`src/rtl/cpu_pkg.sv`:
```
// Shared CPU package: read-return state encoding and the default
// debug-port starvation limit used by the DRAM arbiter.
package cpu_pkg;

  localparam int unsigned STARVE_LIMIT_DEFAULT = 4;

  typedef enum logic [1:0] {
    RD_NONE = 2'd0,
    RD_C    = 2'd1,
    RD_D    = 2'd2
  } rd_state_e;

endpackage

```
`src/rtl/dram_arbiter.sv`:
```
// Single-port DRAM arbiter between the CPU MEM stage and the debug/loader port.
// CPU has default priority; a starved debug port is forced through after STARVE_LIMIT denials.
module dram_arbiter
  import cpu_pkg::*;
#(
  parameter int ADDR_W       = 16,
  parameter int STARVE_LIMIT = STARVE_LIMIT_DEFAULT
) (
  input  logic              clk,
  input  logic              rst_n,
  input  logic              c_req,
  input  logic [3:0]        c_we,
  input  logic [ADDR_W-1:0] c_addr,
  input  logic [31:0]       c_wdata,
  output logic              c_gnt,
  output logic              c_stall,
  output logic              c_rvalid,
  output logic [31:0]       c_rdata,
  input  logic              d_req,
  input  logic [3:0]        d_we,
  input  logic [ADDR_W-1:0] d_addr,
  input  logic [31:0]       d_wdata,
  output logic              d_gnt,
  output logic              d_rvalid,
  output logic [31:0]       d_rdata,
  output logic              m_en,
  output logic [3:0]        m_we,
  output logic [ADDR_W-1:0] m_addr,
  output logic [31:0]       m_wdata,
  input  logic [31:0]       m_rdata
);

  localparam int CNT_W = $clog2(STARVE_LIMIT + 1);
  localparam logic [CNT_W-1:0] CNT_MAX = CNT_W'(STARVE_LIMIT);

  rd_state_e         rd_state_q, rd_state_d;
  logic [CNT_W-1:0]  starve_q, starve_d;
  logic [ADDR_W-1:0] addr_q, addr_d;
  logic [31:0]       wdata_q, wdata_d;
  logic              c_gnt_s, d_gnt_s, dbg_force_s;

  // Grant decision; nothing is granted while reset is held
  always_comb begin
    dbg_force_s = d_req && (starve_q == CNT_MAX);
    c_gnt_s     = 1'b0;
    d_gnt_s     = 1'b0;
    if (rst_n) begin
      if (dbg_force_s) begin
        d_gnt_s = 1'b1;
      end else if (c_req) begin
        c_gnt_s = 1'b1;
      end else if (d_req) begin
        d_gnt_s = 1'b1;
      end else begin
        d_gnt_s = 1'b0;
      end
    end else begin
      c_gnt_s = 1'b0;
    end
  end

  // Starvation counter, DRAM port mux and read-return next state
  always_comb begin
    starve_d   = '0;
    m_en       = c_gnt_s | d_gnt_s;
    m_we       = 4'b0000;
    addr_d     = addr_q;
    wdata_d    = wdata_q;
    rd_state_d = RD_NONE;
    if (d_req && !d_gnt_s) begin
      starve_d = (starve_q == CNT_MAX) ? starve_q : starve_q + CNT_W'(1);
    end else begin
      starve_d = '0;
    end
    if (c_gnt_s) begin
      m_we       = c_we;
      addr_d     = c_addr;
      wdata_d    = c_wdata;
      rd_state_d = (c_we == 4'b0000) ? RD_C : RD_NONE;
    end else if (d_gnt_s) begin
      m_we       = d_we;
      addr_d     = d_addr;
      wdata_d    = d_wdata;
      rd_state_d = (d_we == 4'b0000) ? RD_D : RD_NONE;
    end else begin
      rd_state_d = RD_NONE;
    end
    m_addr  = addr_d;
    m_wdata = wdata_d;
  end

  // State register: synchronous active-low reset drops any read in flight
  always_ff @(posedge clk) begin
    if (!rst_n) begin
      rd_state_q <= RD_NONE;
      starve_q   <= '0;
      addr_q     <= '0;
      wdata_q    <= 32'h0000_0000;
    end else begin
      rd_state_q <= rd_state_d;
      starve_q   <= starve_d;
      addr_q     <= addr_d;
      wdata_q    <= wdata_d;
    end
  end

  // Read-return outputs, steered by the port that issued last cycle's read
  always_comb begin
    c_gnt    = c_gnt_s;
    d_gnt    = d_gnt_s;
    c_stall  = rst_n & c_req & ~c_gnt_s;
    c_rvalid = 1'b0;
    d_rvalid = 1'b0;
    c_rdata  = 32'h0000_0000;
    d_rdata  = 32'h0000_0000;
    case (rd_state_q)
      RD_C: begin
        c_rvalid = rst_n;
        c_rdata  = rst_n ? m_rdata : 32'h0000_0000;
      end
      RD_D: begin
        d_rvalid = rst_n;
        d_rdata  = rst_n ? m_rdata : 32'h0000_0000;
      end
      default: begin
        c_rvalid = 1'b0;
        d_rvalid = 1'b0;
      end
    endcase
  end

endmodule

```
`config.mk`:
```
export PLATFORM = sky130hd
export DESIGN_NAME = dram_arbiter
export DESIGN_NICKNAME = d
export VERILOG_FILES = /design/src/rtl/cpu_pkg.sv /design/src/rtl/dram_arbiter.sv
export SDC_FILE = /design/constraint.sdc
export NUM_CORES = 1
export LEC_CHECK = 0
export ABC_AREA = 1
export CORE_AREA = 2 2 102 104
export DETAILED_ROUTE_END_ITERATION = 12
export DIE_AREA = 0 0 104 106
export PLACE_DENSITY = 0.85
export SETUP_SLACK_MARGIN = 0.4
export SLEW_MARGIN = 20
export SYNTH_ARGS = -nofsm -noshare
export SYNTH_HDL_FRONTEND = slang
export SYNTH_SLANG_ARGS = --single-unit
```
`constraint.sdc`:
```
create_clock -name clk -period 4.1 [get_ports clk]
set_input_delay 0.82 -clock clk [delete_from_list [all_inputs] [get_ports clk]]
set_output_delay 0.82 -clock clk [all_outputs]
set_load 0.03 [all_outputs]
```
# Word-level counts from Yosys, hierarchy flattened
# Cells that the tools add are included.
# word_totals
register_bits,53
out_inout_bits,122
word_cells,40
input_bits,140
# op_classes
addsub,1
n_eq_ne,3
reduce_logical,6
n_mux,22
bitwise_logic,4
# ops
operator,n
2-to-1 mux 32 bit,5
2-to-1 mux 16 bit,2
2-to-1 mux 1 bit,10
logical NOT 4 bit,2
2-to-1 mux 4 bit,2
2-to-1 mux 2 bit,3
"adder 3 x 1 -> 3 bit, second input constant",1
"== test 3 bit, second input constant",1
AND 1 bit,2
"== test 2 x 1 -> 1 bit, second input constant",1
"== test 2 bit, second input constant",1
logical AND 1 bit,2
AND reduction 2 bit,1
logical NOT 1 bit,1
inverter 1 bit,1
bitwise OR 1 bit,1

# Depth between registers and ports, before layout
# Gate-level depths: netlist (run 1).
# logic_depth
ltp_word,7
mapped_depth,9
depth_no_buf,8

# Worst setup path before layout (run 1)
# No wires, ideal clock.
# synth_timing
path_type,input -> output
start,in rst_n
end,out m_we[2]
n_path_buf,2
required_time_ns,3.280
arrival_ns,1.843
slack_ns,1.437
cell_stages,8
path_cell_list,buf_4 -> nand2_4 -> inv_2 -> buf_6 -> nand2_1 -> inv_1 -> nand2_1 -> nand2_1
# synth_via
elab_cells_between_ends,4
classes_between,mux (4)
# synth_lines
element,line_no,text
start: declaration,dram_arbiter.sv:10,"input logic rst_n,"
2-to-1 mux 1 bit,dram_arbiter.sv:47,if (rst_n) begin
named net c_gnt,dram_arbiter.sv:15,"output logic c_gnt,"
2-to-1 mux 4 bit,dram_arbiter.sv:75,if (c_gnt_s) begin
end: declaration,dram_arbiter.sv:27,"output logic [3:0] m_we,"
# The timed path passes the listed nets, and every way through them passes these cells.

# Final worst setup path (run 1)
# layout_timing
start,in rst_n
end,out c_rdata[2]
# layout_via
elab_chain_len,2
# layout_rtl
element,line_no,text
2-to-1 mux 32 bit,dram_arbiter.sv:119,c_rdata = rst_n ? m_rdata : 32'h0000_0000;
2-to-1 mux 32 bit,dram_arbiter.sv:116,case (rd_state_q)
end: declaration,dram_arbiter.sv:18,"output logic [31:0] c_rdata,"
# Every way passes these cells.

==> results of run 1 <==
logic make-up after synthesis:
| group | count (synthesis) | share of synthesized area [%] |
|---|---|---|
| adder cells (fa/ha/maj) | 2 | 0.7583 |
| flip-flops | 53 | 32.16 |
| XOR/XNOR | 1 | 0.2655 |
| AO/OA/AOI/OAI | 3 | 0.5307 |
| buffers and inverters | 137 | 17.63 |
| AND/OR/NAND/NOR | 331 | 48.65 |
routing by layer:
metal | global-route usage (%) | part of all wire [%] | wire, um
met4 | 8.591 | 3.0 | 401
met3 | 3.985 | 6.6 | 866
met5 | 0 | 0 | 0
met1 | 23.11 | 37 | 4859
met2 | 44.97 | 54 | 7086
sequential cells by signal, indices dropped and copies added, names as in the netlist:
signal,cells
rd_state_q,2
addr_q,16
starve_q,3
wdata_q,32
power groups by stage:
stage	Sequential, uW	Clock, uW	Combinational, uW
2_1_floorplan	560	0	243
3_3_place_gp	561	0	486
3_5_place_dp	562	0	494
4_1_cts	550	299	496
5_1_grt	552	320	525
6_report	550	289	493
worst max path at each step:
stage | start | endpoint | slack [ps] | cells past startpoint
after floorplan | rst_n | m_we[2] | 1440 | 8
after global placement | rst_n | c_rdata[28] | 630 | 4
after detailed placement | rst_n | c_rdata[2] | 550 | 4
after CTS | rst_n | c_rdata[2] | 550 | 4
after global routing | rst_n | c_rdata[2] | 440 | 4
final | rst_n | c_rdata[2] | 560 | 4
cell usage after synthesis:
library cell / number
sky130_fd_sc_hd__nand2_4: 2
sky130_fd_sc_hd__ha_1: 2
sky130_fd_sc_hd__dfxtp_1: 53
sky130_fd_sc_hd__nand3_1: 174
sky130_fd_sc_hd__inv_2: 2
sky130_fd_sc_hd__nand2_1: 64
sky130_fd_sc_hd__clkbuf_1: 9
sky130_fd_sc_hd__buf_6: 4
sky130_fd_sc_hd__inv_1: 93
sky130_fd_sc_hd__nor4_1: 2
sky130_fd_sc_hd__buf_2: 27
sky130_fd_sc_hd__o22ai_1: 2
sky130_fd_sc_hd__buf_1: 1
sky130_fd_sc_hd__nand3_2: 20
sky130_fd_sc_hd__nor2_1: 69
sky130_fd_sc_hd__xnor2_1: 1
sky130_fd_sc_hd__buf_4: 1
sky130_fd_sc_hd__o21ai_0: 1
stage by stage:
| stage | cells | cell area [sq um] | total power [uW] |
|---|---|---|---|
| floorplan | 527 | 3299 | 802.4 |
| global placement | 894 | 5754 | 1047 |
| detailed placement | 894 | 5754 | 1056 |
| CTS | 901 | 5841 | 1345 |
| global route | 903 | 5846 | 1397 |
| finish | 903 | 5846 | 1331 |
area by class of cell:
type	instances	area, sq um	share of cell area (%)
inverter	95	356.6	6.100
clock buffer	7	86.33	1.477
antenna	2	5.005	0.08562
sequential	53	1061	18.15
multi-input combinational	337	1664	28.47
timing repair buffer	273	2502	42.81
tap	136	170.2	2.911
cell usage in the layout, fill, tap and decap left out, drive strengths merged:
cell           count
buf              121
clkbuf             7
clkdlybuf4s50    152
dfxtp             53
diode              2
ha                 2
inv               95
nand2             66
nand3            194
nor2              69
nor4               2
o21ai              1
o22ai              2
xnor2              1
critical path: cells and delay by family:
family	cells	cell delay, ps
buf+inv	2	1050
simple gates	2	840
==> impl_metrics.csv, run 1 <==
group,metric,value,unit
floorplan,chipWidth,104,um
floorplan,initial_utilization,33.00,%
setup_path,depth_of_the_worst_register_to_register_path,9,
hold_path,hold_path_end,"starve_q[0]",
cts,cts-htree-levels,2,
sta,final-setup-viol-count,0,
power_and_ir_drop,seq_power_share,41.3,%
cts,post-cts-setup-buffers,0,
power_and_ir_drop,powerDensity,227.8,nW/um^2
power_and_ir_drop,switching_share,31.70,%
cts,clk_latency,290,ps
sta,min_period,3541,ps
setup_path,r2r_slack,2260,ps
setup_path,worstSetupEndpointType,"primary output",
routing,detailroute.via_count,4323,
setup_path,r2r-start,"starve_q[0]",
logic_synthesis,yosys.area.top_type,"sky130_fd_sc_hd__dfxtp_1",
finish,area.growth.synth_to_final,77.17,%
cts,cts.root.buffer_cell,"sky130_fd_sc_hd__clkbuf_8",
job,cap_viol_max_count,0,
sta,fmax,282.4,MHz
cts,quantity_of_gates_resized_following_cts,0,
global_routing,grt_overflow_total,0,
logic_synthesis,synth.ff_latch_count,53,
sta,setup_tns,0,ps
global_routing,first_global_vias,4172,
setup_path,critPathMaxFanout,25,
sta,setup_ws,559.0,ps
power_and_ir_drop,internal_power,909.3,uW
power_and_ir_drop,peakVddDrop,134.5,uV
global_routing,grt_usage,22.51,%
sta,maxSlewHeadroom,46.22,%
setup_path,critPathKind,"input pin to primary output",
cts,tritoncts,"built",
routing,detail_route.drc_violations,0,
global_routing,grt_pass1_wl,20180,um
logic_synthesis,synth.yosys.warnings,0,
hold_path,timing.hold.worst_path_depth,1,
placed_design,hpwl,10710,um
power_and_ir_drop,power.share.combinational,37.0,%
power_and_ir_drop,p_clk_share,21.7,%
hold_path,hold_path_startpoint,"starve_q[0]",
sta,clock-skew-final,3.537,ps
cts,cts_hold_repair.buffers,0,
setup_path,critPathRequiredTime,3280,ps
placed_design,gpl.final_weighted_congestion,0.9563,
logic_synthesis,yosysTopAreaCellShare,32.16,%
setup_path,path_cells,"buf_2 -> nand2_1 -> nor2_1 -> clkdlybuf4s50_1",
finish,utilization,58.46,%
finish,final_layout_size_suffix_gt1_share,20.00,%
finish,number_of_nets_in_the_finished_design,907,
sta,finalHoldViolations,0,
cts,clock_transition_at_the_registers_of_the_reported_paths,80,ps
placed_design,place_ws,551.8,ps
floorplan,design.core.area,10000,sq um
routing,route.detailed.vias_per_inst,4.787,
placed_design,portBuffers,261,
power_and_ir_drop,leakage,0.003137,uW
sta,max_slew.worst_pin.slew,804.7,ps
power_and_ir_drop,p_switching,422.1,uW
logic_synthesis,post_synth_main_area_contributors,"sky130_fd_sc_hd__dfxtp_1, sky130_fd_sc_hd__nand3_1, sky130_fd_sc_hd__inv_1",
cts,clock_path_buffers,2,
setup_path,crit_slowest_cell,"sky130_fd_sc_hd__clkdlybuf4s50_1",
floorplan,die_h,106,um
routing,drt_iter0_markers,234,
setup_path,critical-path-max-stage-delay,710,ps
hold_path,hold_path.class,"flip-flop to flip-flop",
setup_path,critPathArrivalTime,2720,ps
logic_synthesis,synthesis.nets,669,
cts,clock_sink_count,53,
routing,wire_per_inst,14.63,um
floorplan,design.die.area,11020,sq um
sta,rsz0062_at_grt,"no",
global_routing,antenna_found_initial,2,
logic_synthesis,synth_seq_area_share,32.16,%
floorplan,std_cell_rows,37,
logic_synthesis,synthCells,527,
routing,detail_route.wirelength,13210,um
global_routing,pin_count_of_the_biggest_net_entering_global_routing,34,
routing,drt_first_pass_iters,5,
logic_synthesis,synth_cell_type_count,18,
logic_synthesis,synthesis.area,3299,sq um
routing,postRouteAntennaNets,0,
status,run_status,"completed",
sta,final_hold_slack,479.4,ps
sta,min_period_over_period,86.36,%
cts,cts_inserted_buffers,5,
floorplan,boundaryPins,262,
logic_synthesis,syn_avg_cell_area,6.261,sq um
sta,drv_slew,0,
setup_path,timing.rr.end,"wdata_q[12]",
finish,fillCellCount,964,
setup_path,worst_setup_path_start_kind,"input pin",
Note: power is estimated with default switching activity, not from simulation.
==> inputs of run 2 (changes only) <==
--- a/config.mk
+++ b/config.mk
@@ -7,6 +7,7 @@
 export LEC_CHECK = 0
 export ABC_AREA = 1
 export CORE_AREA = 2 2 102 104
+export CTS_CLUSTER_SIZE = 30
 export DETAILED_ROUTE_END_ITERATION = 12
 export DIE_AREA = 0 0 104 106
 export PLACE_DENSITY = 0.85
==> results of run 2 <==
Same layout as run 1: the final DEF is identical, and so are final timing and power.
==> inputs of run 3 (changes only) <==
--- a/config.mk
+++ b/config.mk
@@ -10,7 +10,8 @@
 export CTS_CLUSTER_SIZE = 30
 export DETAILED_ROUTE_END_ITERATION = 12
 export DIE_AREA = 0 0 104 106
-export PLACE_DENSITY = 0.85
+export GPL_TIMING_DRIVEN = 0
+export PLACE_DENSITY = 0.81
 export SETUP_SLACK_MARGIN = 0.4
 export SLEW_MARGIN = 20
 export SYNTH_ARGS = -nofsm -noshare
==> impl_metrics.csv, run 3 (synthesis gave the netlist of run 1 again) <==
group,metric,value,unit
status,run_status,"completed",
setup_path,r2r_slack,2520,ps
cts,cts_inserted_buffers,5,
setup_path,depth_of_the_worst_register_to_register_path,6,
hold_path,hold_path_startpoint,"starve_q[0]",
finish,mostFrequentLayoutCell,"sky130_fd_sc_hd__clkdlybuf4s50_1",
routing,route.detailed.vias_per_inst,4.782,
job,cap_viol_max_count,0,
routing,drt_first_pass_iters,5,
placed_design,placed_cell_area,6072,sq um
placed_design,portBuffers,260,
sta,clock-skew-final,6.290,ps
routing,postRouteAntennaNets,0,
sta,final-setup-viol-count,0,
setup_path,critical_path.n_buffers_inverters,4,
finish,final_layout_size_suffix_gt1_share,7.935,%
sta,max_slew.worst_pin.slew,477.8,ps
setup_path,path_cells,"clkdlybuf4s50_1 -> nand2_4 -> inv_2 -> buf_2 -> nand3_1 -> nand3_1 -> clkdlybuf4s50_1",
placed_design,placed_cell_count,923,
hold_path,timing.hold.worst_path_depth,1,
cts,clock_path_buffers,2,
sta,min_period,3596,ps
floorplan,design.core.area,10000,sq um
sta,fmax,278.1,MHz
finish,fillCellCount,940,
power_and_ir_drop,p_switching,424.6,uW
placed_design,gpl.final_weighted_congestion,0.9139,
cts,clock_sink_count,53,
power_and_ir_drop,power.share.combinational,37.7,%
global_routing,grt_pass1_wl,20380,um
routing,detail_route.drc_violations,0,
setup_path,r2r-start,"starve_q[0]",
finish,post_route_cell_area,6170,sq um
routing,wire_per_inst,14.55,um
cts,tritoncts,"built",
setup_path,critPathMaxFanout,10,
finish,largest_register_ffs,32,
finish,regMostFlops,"wdata_q",
setup_path,timing.rr.end,"rd_state_q[0]",
floorplan,initial_utilization,33.00,%
power_and_ir_drop,p_clk_share,21.6,%
sta,drv_slew,0,
hold_path,hold_path_end,"starve_q[0]",
floorplan,std_cell_rows,37,
floorplan,chipWidth,104,um
setup_path,critPathArrivalTime,2780,ps
routing,detailroute.via_count,4452,
power_and_ir_drop,internal_power,925.8,uW
global_routing,grt_overflow_total,0,
sta,finalHoldViolations,0,
sta,rsz0062_at_grt,"no",
power_and_ir_drop,seq_power_share,40.7,%
finish,number_of_nets_in_the_finished_design,936,
floorplan,boundaryPins,262,
cts,cts-htree-levels,2,
cts,cts.root.buffer_cell,"sky130_fd_sc_hd__clkbuf_8",
global_routing,first_global_vias,4282,
setup_path,critPathRequiredTime,3280,ps
placed_design,hpwl,11200,um
cts,clock_transition_at_the_registers_of_the_reported_paths,80,ps
setup_path,crit_slowest_cell,"sky130_fd_sc_hd__clkdlybuf4s50_1",
setup_path,critical-path-max-stage-delay,720,ps
finish,layoutNonFillerInstCount,931,
global_routing,grt_usage,22.92,%
floorplan,design.die.area,11020,sq um
power_and_ir_drop,fin_total_pwr,1350,uW
floorplan,die_h,106,um
global_routing,pin_count_of_the_biggest_net_entering_global_routing,15,
finish,reg.largest.list,"wdata_q: 32 flops, addr_q: 16 flops, starve_q: 3 flops",
setup_path,worst_path_dominant_cell_family,"buffers and inverters",
sta,maxSlewHeadroom,68.15,%
setup_path,worstSetupEndpointType,"primary output",
power_and_ir_drop,leakage,0.003071,uW
routing,drt_iter0_markers,234,
sta,setup_tns,0,ps
cts,clk_latency,300,ps
routing,detail_route.wirelength,13540,um
setup_path,worst_setup_path_start_kind,"input pin",
finish,mostFrequentLayoutCells,"sky130_fd_sc_hd__clkdlybuf4s50_1, sky130_fd_sc_hd__nand3_1, sky130_fd_sc_hd__inv_1",
power_and_ir_drop,switching_share,31.44,%
sta,min_period_over_period,87.71,%
finish,area.growth.synth_to_final,86.99,%
setup_path,timing.critical_path.depth,7,
hold_path,hold_path.class,"flip-flop to flip-flop",
global_routing,antenna_found_initial,2,
setup_path,critPathKind,"input pin to primary output",
power_and_ir_drop,peakVddDrop,130.2,uV
power_and_ir_drop,powerDensity,218.9,nW/um^2
-- run 3: changes by cell type in the layout (fill, tap and decap cells not counted), sizes merged --
cell	delta
clkdlybuf4s50	+102
buf	-88
diode	-1
clkbuf	+9
dlymetal6s2s	+4
dlygate4sd2	+2
-- run 3: power by group through the flow --
stage	clock [uW]	sequential [uW]	combinational, uW
after floorplan	0	560	243
after global placement	0	561	504
after detailed placement	0	562	509
after CTS	302	550	511
after global routing	315	552	543
final	291	549	510
-- run 3: cell type report --
| class | instances | area, sq um | share of cell area (%) |
|---|---|---|---|
| multi-input cells | 337 | 1657 | 26.85 |
| plain buffers | 42 | 226.5 | 3.671 |
| diodes | 1 | 2.502 | 0.04056 |
| repair buffers | 260 | 2610 | 42.30 |
| flip-flops and latches | 53 | 1061 | 17.20 |
| well taps | 136 | 170.2 | 2.758 |
| inverters | 95 | 356.6 | 5.780 |
| clock buffers | 7 | 86.33 | 1.399 |
-- run 3: metrics by stage --
stage	utilization [%]	worst slack, ps	hold WS [ps]
final	61.70	503.9	454.7
after global routing	61.70	416.3	476.9
after CTS	61.57	419.2	458.7
after detailed placement	60.72	380.9	443.9
after global placement	60.72	401.1	425.8
after floorplan	-	1437	417.3
-- run 3: how the worst max path moves through the flow --
stage,start,to,slack [ps]
final,c_req,m_wdata[23],500
after global routing,c_req,m_wdata[22],420
after CTS,d_req,m_we[0],420
after detailed placement,d_req,m_addr[7],380
after global placement,d_req,m_we[3],400
after floorplan,rst_n,m_we[2],1440
-- run 3: routing by layer --
| metal | GRT usage [%] | vias up | wire length (um) |
|---|---|---|---|
| li1 | - | 2193 | - |
| met1 | 23.39 | 2010 | 4987 |
| met2 | 46.01 | 221 | 7110 |
| met3 | 4.660 | 26 | 1048 |
| met4 | 7.722 | 2 | 381 |
| met5 | 0 | - | 16 |
-- run 3: repair_timing --
item | CTS | global route
resized for setup | 3 | 4
pin swaps | 0 | 0
endpoints found under the setup margin | 8 | 4
hold buffers | 0 | 0
buffers inserted | 0 | 0
==> patch 1: new RTL, flow settings as in run 2 <==
Encoding of `rd_state_e`: now one-hot (3 bits for 3 states).
--- a/src/rtl/cpu_pkg.sv
+++ b/src/rtl/cpu_pkg.sv
@@ -4,10 +4,10 @@
 
   localparam int unsigned STARVE_LIMIT_DEFAULT = 4;
 
-  typedef enum logic [1:0] {
-    RD_NONE = 2'd0,
-    RD_C    = 2'd1,
-    RD_D    = 2'd2
+  typedef enum logic [2:0] {
+    RD_NONE = 3'b001,
+    RD_C    = 3'b010,
+    RD_D    = 3'b100
   } rd_state_e;
 
 endpackage
Check against the original RTL: no difference found for any inputs over 10 cycles, from zero or initial values and one cycle with rst_n low; not proved beyond that.
==> patch 1 against run 2 <==
Final area increased by 0.90%; routed wire length decreased by 5.1%; area after synthesis decreased by 1.6%; worst setup slack improved by 0.12 ns; worst hold slack got worse by 0.033 ns; power increased by 5.7%; clock skew increased by 0.0067 ns; sequential cell count increased by 1; critical path type unchanged.
==> patch 1: results (changes against run 2) <==
| Metric | Value |
|---|---|
| Status | `finished, final reports clean (unchanged)` |
| Syn Nets | `671 (was 669)` |
| Sequential area share after synthesis | `33.3% (was 32.2%)` |
| ANT cells | `0 (was 2)` |
| Layout Nets | `908 (was 907)` |
| Top flop regs | `wdata_q: 32 flops, addr_q: 16 flops (was wdata_q: 32 flops, addr_q: 16 flops, starve_q: 3 flops)` |
| Top post-synthesis cells by area | `dfxtp_1 (33%), nand3_1 (30%), inv_1 (11%) (was dfxtp_1 (32%), nand3_1 (26%), inv_1 (11%))` |
| Routability congestion estimate | `0.820 (was 0.956)` |
| Post-Synth Adder-Cell Area | `0.771% (was 0.758%)` |
| Met3 global-route usage | `4.84% (was 3.99%)` |
| Drt total wl | `12500 um (was 13200 um)` |
| Synth Area in Compound Gates | `0.732% (was 0.531%)` |
| Fraction of layout cells with a size suffix above 1 | `12.3% (was 20.0%)` |
| Leak | `0.00301 uW (was 0.00314 uW)` |
| Post-Syn Area per Cell | `6.14 um^2 (was 6.26 um^2)` |
| DRT iter0 DRCs | `314 (was 234)` |
| Clock Skews | `0.0103 ns (was 0.00354 ns)` |
| Inst Count DP | `895 (was 894)` |
| Crit path DAT | `2.60 ns (was 2.72 ns)` |
| Final clock-cell share | `2.06% (was 1.48%)` |
| Multi-input gate share of total cell area | `26.9% (was 28.5%)` |
| Final non-clock buffer share | `43.7% (was 42.8%)` |
| WL/cell | `13.9 um (was 14.6 um)` |
| Wire length on met3 | `969 um (was 866 um)` |
| Vias in the first global route | `3763 (was 4172)` |
| XOR/XNOR Fraction of Synth Area | `0.270% (was 0.265%)` |
==> patch 1: power by group through the flow <==
| stage | Clock [uW] | Sequential (uW) | Combinational [uW] |
|---|---|---|---|
| floorplan | 0 | 570 | 233 |
| global placement | 0 | 571 | 468 |
| detailed placement | 0 | 571 | 471 |
| CTS | 392 | 559 | 473 |
| global route | 414 | 562 | 504 |
| finish | 377 | 559 | 471 |
==> patch 1: stage by stage <==
step / area, um^2 / setup slack, ns / hold slack (ns)
2_1_floorplan: 3250 / 1.42 / 0.417
3_3_place_gp: 5780 / 0.688 / 0.430
3_5_place_dp: 5780 / 0.702 / 0.435
4_1_cts: 5900 / 0.699 / 0.449
5_1_grt: 5900 / 0.590 / 0.471
6_report: 5900 / 0.681 / 0.447
==> patch 1: worst max-delay path: stages <==
cell and delay (ns):
clkdlybuf4s50_1 0.55, nand2_4 0.12, inv_2 0.40, nand2_1 0.26, o22ai_1 0.24, buf_4 0.20
==> patch 2: new RTL, settings of run 2 <==
Made on the original files. Set the parameter `ADDR_W` to 14 (it was 16).
--- a/src/rtl/dram_arbiter.sv
+++ b/src/rtl/dram_arbiter.sv
@@ -3,7 +3,7 @@
 module dram_arbiter
   import cpu_pkg::*;
 #(
-  parameter int ADDR_W       = 16,
+  parameter int ADDR_W       = 14,
   parameter int STARVE_LIMIT = STARVE_LIMIT_DEFAULT
 ) (
   input  logic              clk,
Ports: changed (resized c_addr, d_addr and m_addr); port bits go from 262 to 256. No check against the original RTL was run, so the function may have changed too.
==> patch 2 against run 2 <==
Critical path depth rose by 4; power is 2.8% lower; sequential cell count down 2; worst setup slack improved by 0.22 ns; final area fell by 2.9%; area after synthesis down 4.7%; sequential power shrank 4.0%; first-iteration DRC count shrank 3.4%; final cell count down 2.0%; clock power grew 1%; maximum frequency is 6.7% higher; routed wire length fell by 5.2%; critical endpoint is now m_we[2]; largest power group unchanged.
==> patch 2: results (changes against run 2) <==
| Metric | Value |
|---|---|
| Drt total wl | `12500 um (was 13200 um)` |
| Fill count | `994 (was 964)` |
| DRT iter0 DRCs | `226 (was 234)` |
| Sw frac | `32.0% (was 31.7%)` |
| Vias | `4158 (was 4323)` |
| Clock Skews | `0.00786 ns (was 0.00354 ns)` |
| Cell Area, Placed | `5580 um^2 (was 5750 um^2)` |
| RR Endpoint | `addr_q[13]$_SDFF_PN0_ (was wdata_q[12]$_SDFF_PN0_)` |
| DP HPWL | `9720 um (was 10700 um)` |
| PortBufs | `255 (was 261)` |
| DR vias/cell | `4.70 (was 4.79)` |
| GRT Util Overall | `21.9% (was 22.5%)` |
| Layout Nets | `885 (was 907)` |
| First-pass GRT wire length | `19500 um (was 20200 um)` |
| Vias in the first global route | `3878 (was 4172)` |
| VDD IR-drop max | `0.130 mV (was 0.135 mV)` |
| Crit path DAT | `2.50 ns (was 2.72 ns)` |
| Sequential area share after synthesis | `32.5% (was 32.2%)` |
| Max-slew headroom | `66.2% (was 46.2%)` |
| Status | `finished, final reports clean (unchanged)` |
| Top post-synthesis cells by area | `dfxtp_1 (32%), nand3_1 (28%), inv_1 (11%) (was dfxtp_1 (32%), nand3_1 (26%), inv_1 (11%))` |
| Synth top cells by count | `nand3_1 (177), inv_1 (90), nor2_1 (69) (was nand3_1 (174), inv_1 (93), nor2_1 (69))` |
| Synth Area in Compound Gates | `0.557% (was 0.531%)` |
| Top flop regs | `wdata_q: 32 flops, addr_q: 14 flops, starve_q: 3 flops (was wdata_q: 32 flops, addr_q: 16 flops, starve_q: 3 flops)` |
| XOR/XNOR Fraction of Synth Area | `0.279% (was 0.265%)` |
patch 2: cell types whose count changed after synthesis, sizes merged:
cell / change
nand3: -8
inv: -2
nand2: -2
dfxtp: -2
buf: -1
patch 2: power groups by stage:
| stage | Clock, uW | Sequential [uW] | Combinational, uW |
|---|---|---|---|
| final | 293 | 528 | 472 |
| after global routing | 329 | 531 | 507 |
| after CTS | 307 | 529 | 474 |
| after detailed placement | 0 | 540 | 472 |
| after global placement | 0 | 539 | 469 |
| after floorplan | 0 | 538 | 232 |
patch 2: worst max-delay path by stage:
| stage | endpoint | slack (ns) | cells after the start |
|---|---|---|---|
| 2_1_floorplan | m_we[2] | 1.54 | 6 |
| 3_3_place_gp | m_we[2] | 0.81 | 8 |
| 3_5_place_dp | m_we[2] | 0.77 | 8 |
| 4_1_cts | m_we[2] | 0.76 | 8 |
| 5_1_grt | m_we[2] | 0.63 | 8 |
| 6_report | m_we[2] | 0.78 | 8 |
patch 2: layout make-up:
| cell class | count | area, um^2 | area share, % |
|---|---|---|---|
| repair buffers | 269 | 2490 | 43.9 |
| multi-input cells | 327 | 1550 | 27.3 |
| flip-flops and latches | 51 | 1020 | 18.0 |
| inverters | 93 | 349 | 6.15 |
| well taps | 136 | 170 | 3.00 |
| clock buffers | 6 | 82.6 | 1.45 |
| clock inverters | 1 | 5.00 | 0.0882 |
| diodes | 2 | 5.00 | 0.0882 |
patch 2: per-layer routing:
layer | routed length [um] | vias to the layer above | GRT usage, %
met5 | 0 | - | 0
met4 | 289 | 0 | 6.95
met3 | 1030 | 21 | 5.89
met2 | 6460 | 207 | 41.7
met1 | 4740 | 1849 | 23.5
li1 | - | 2081 | -
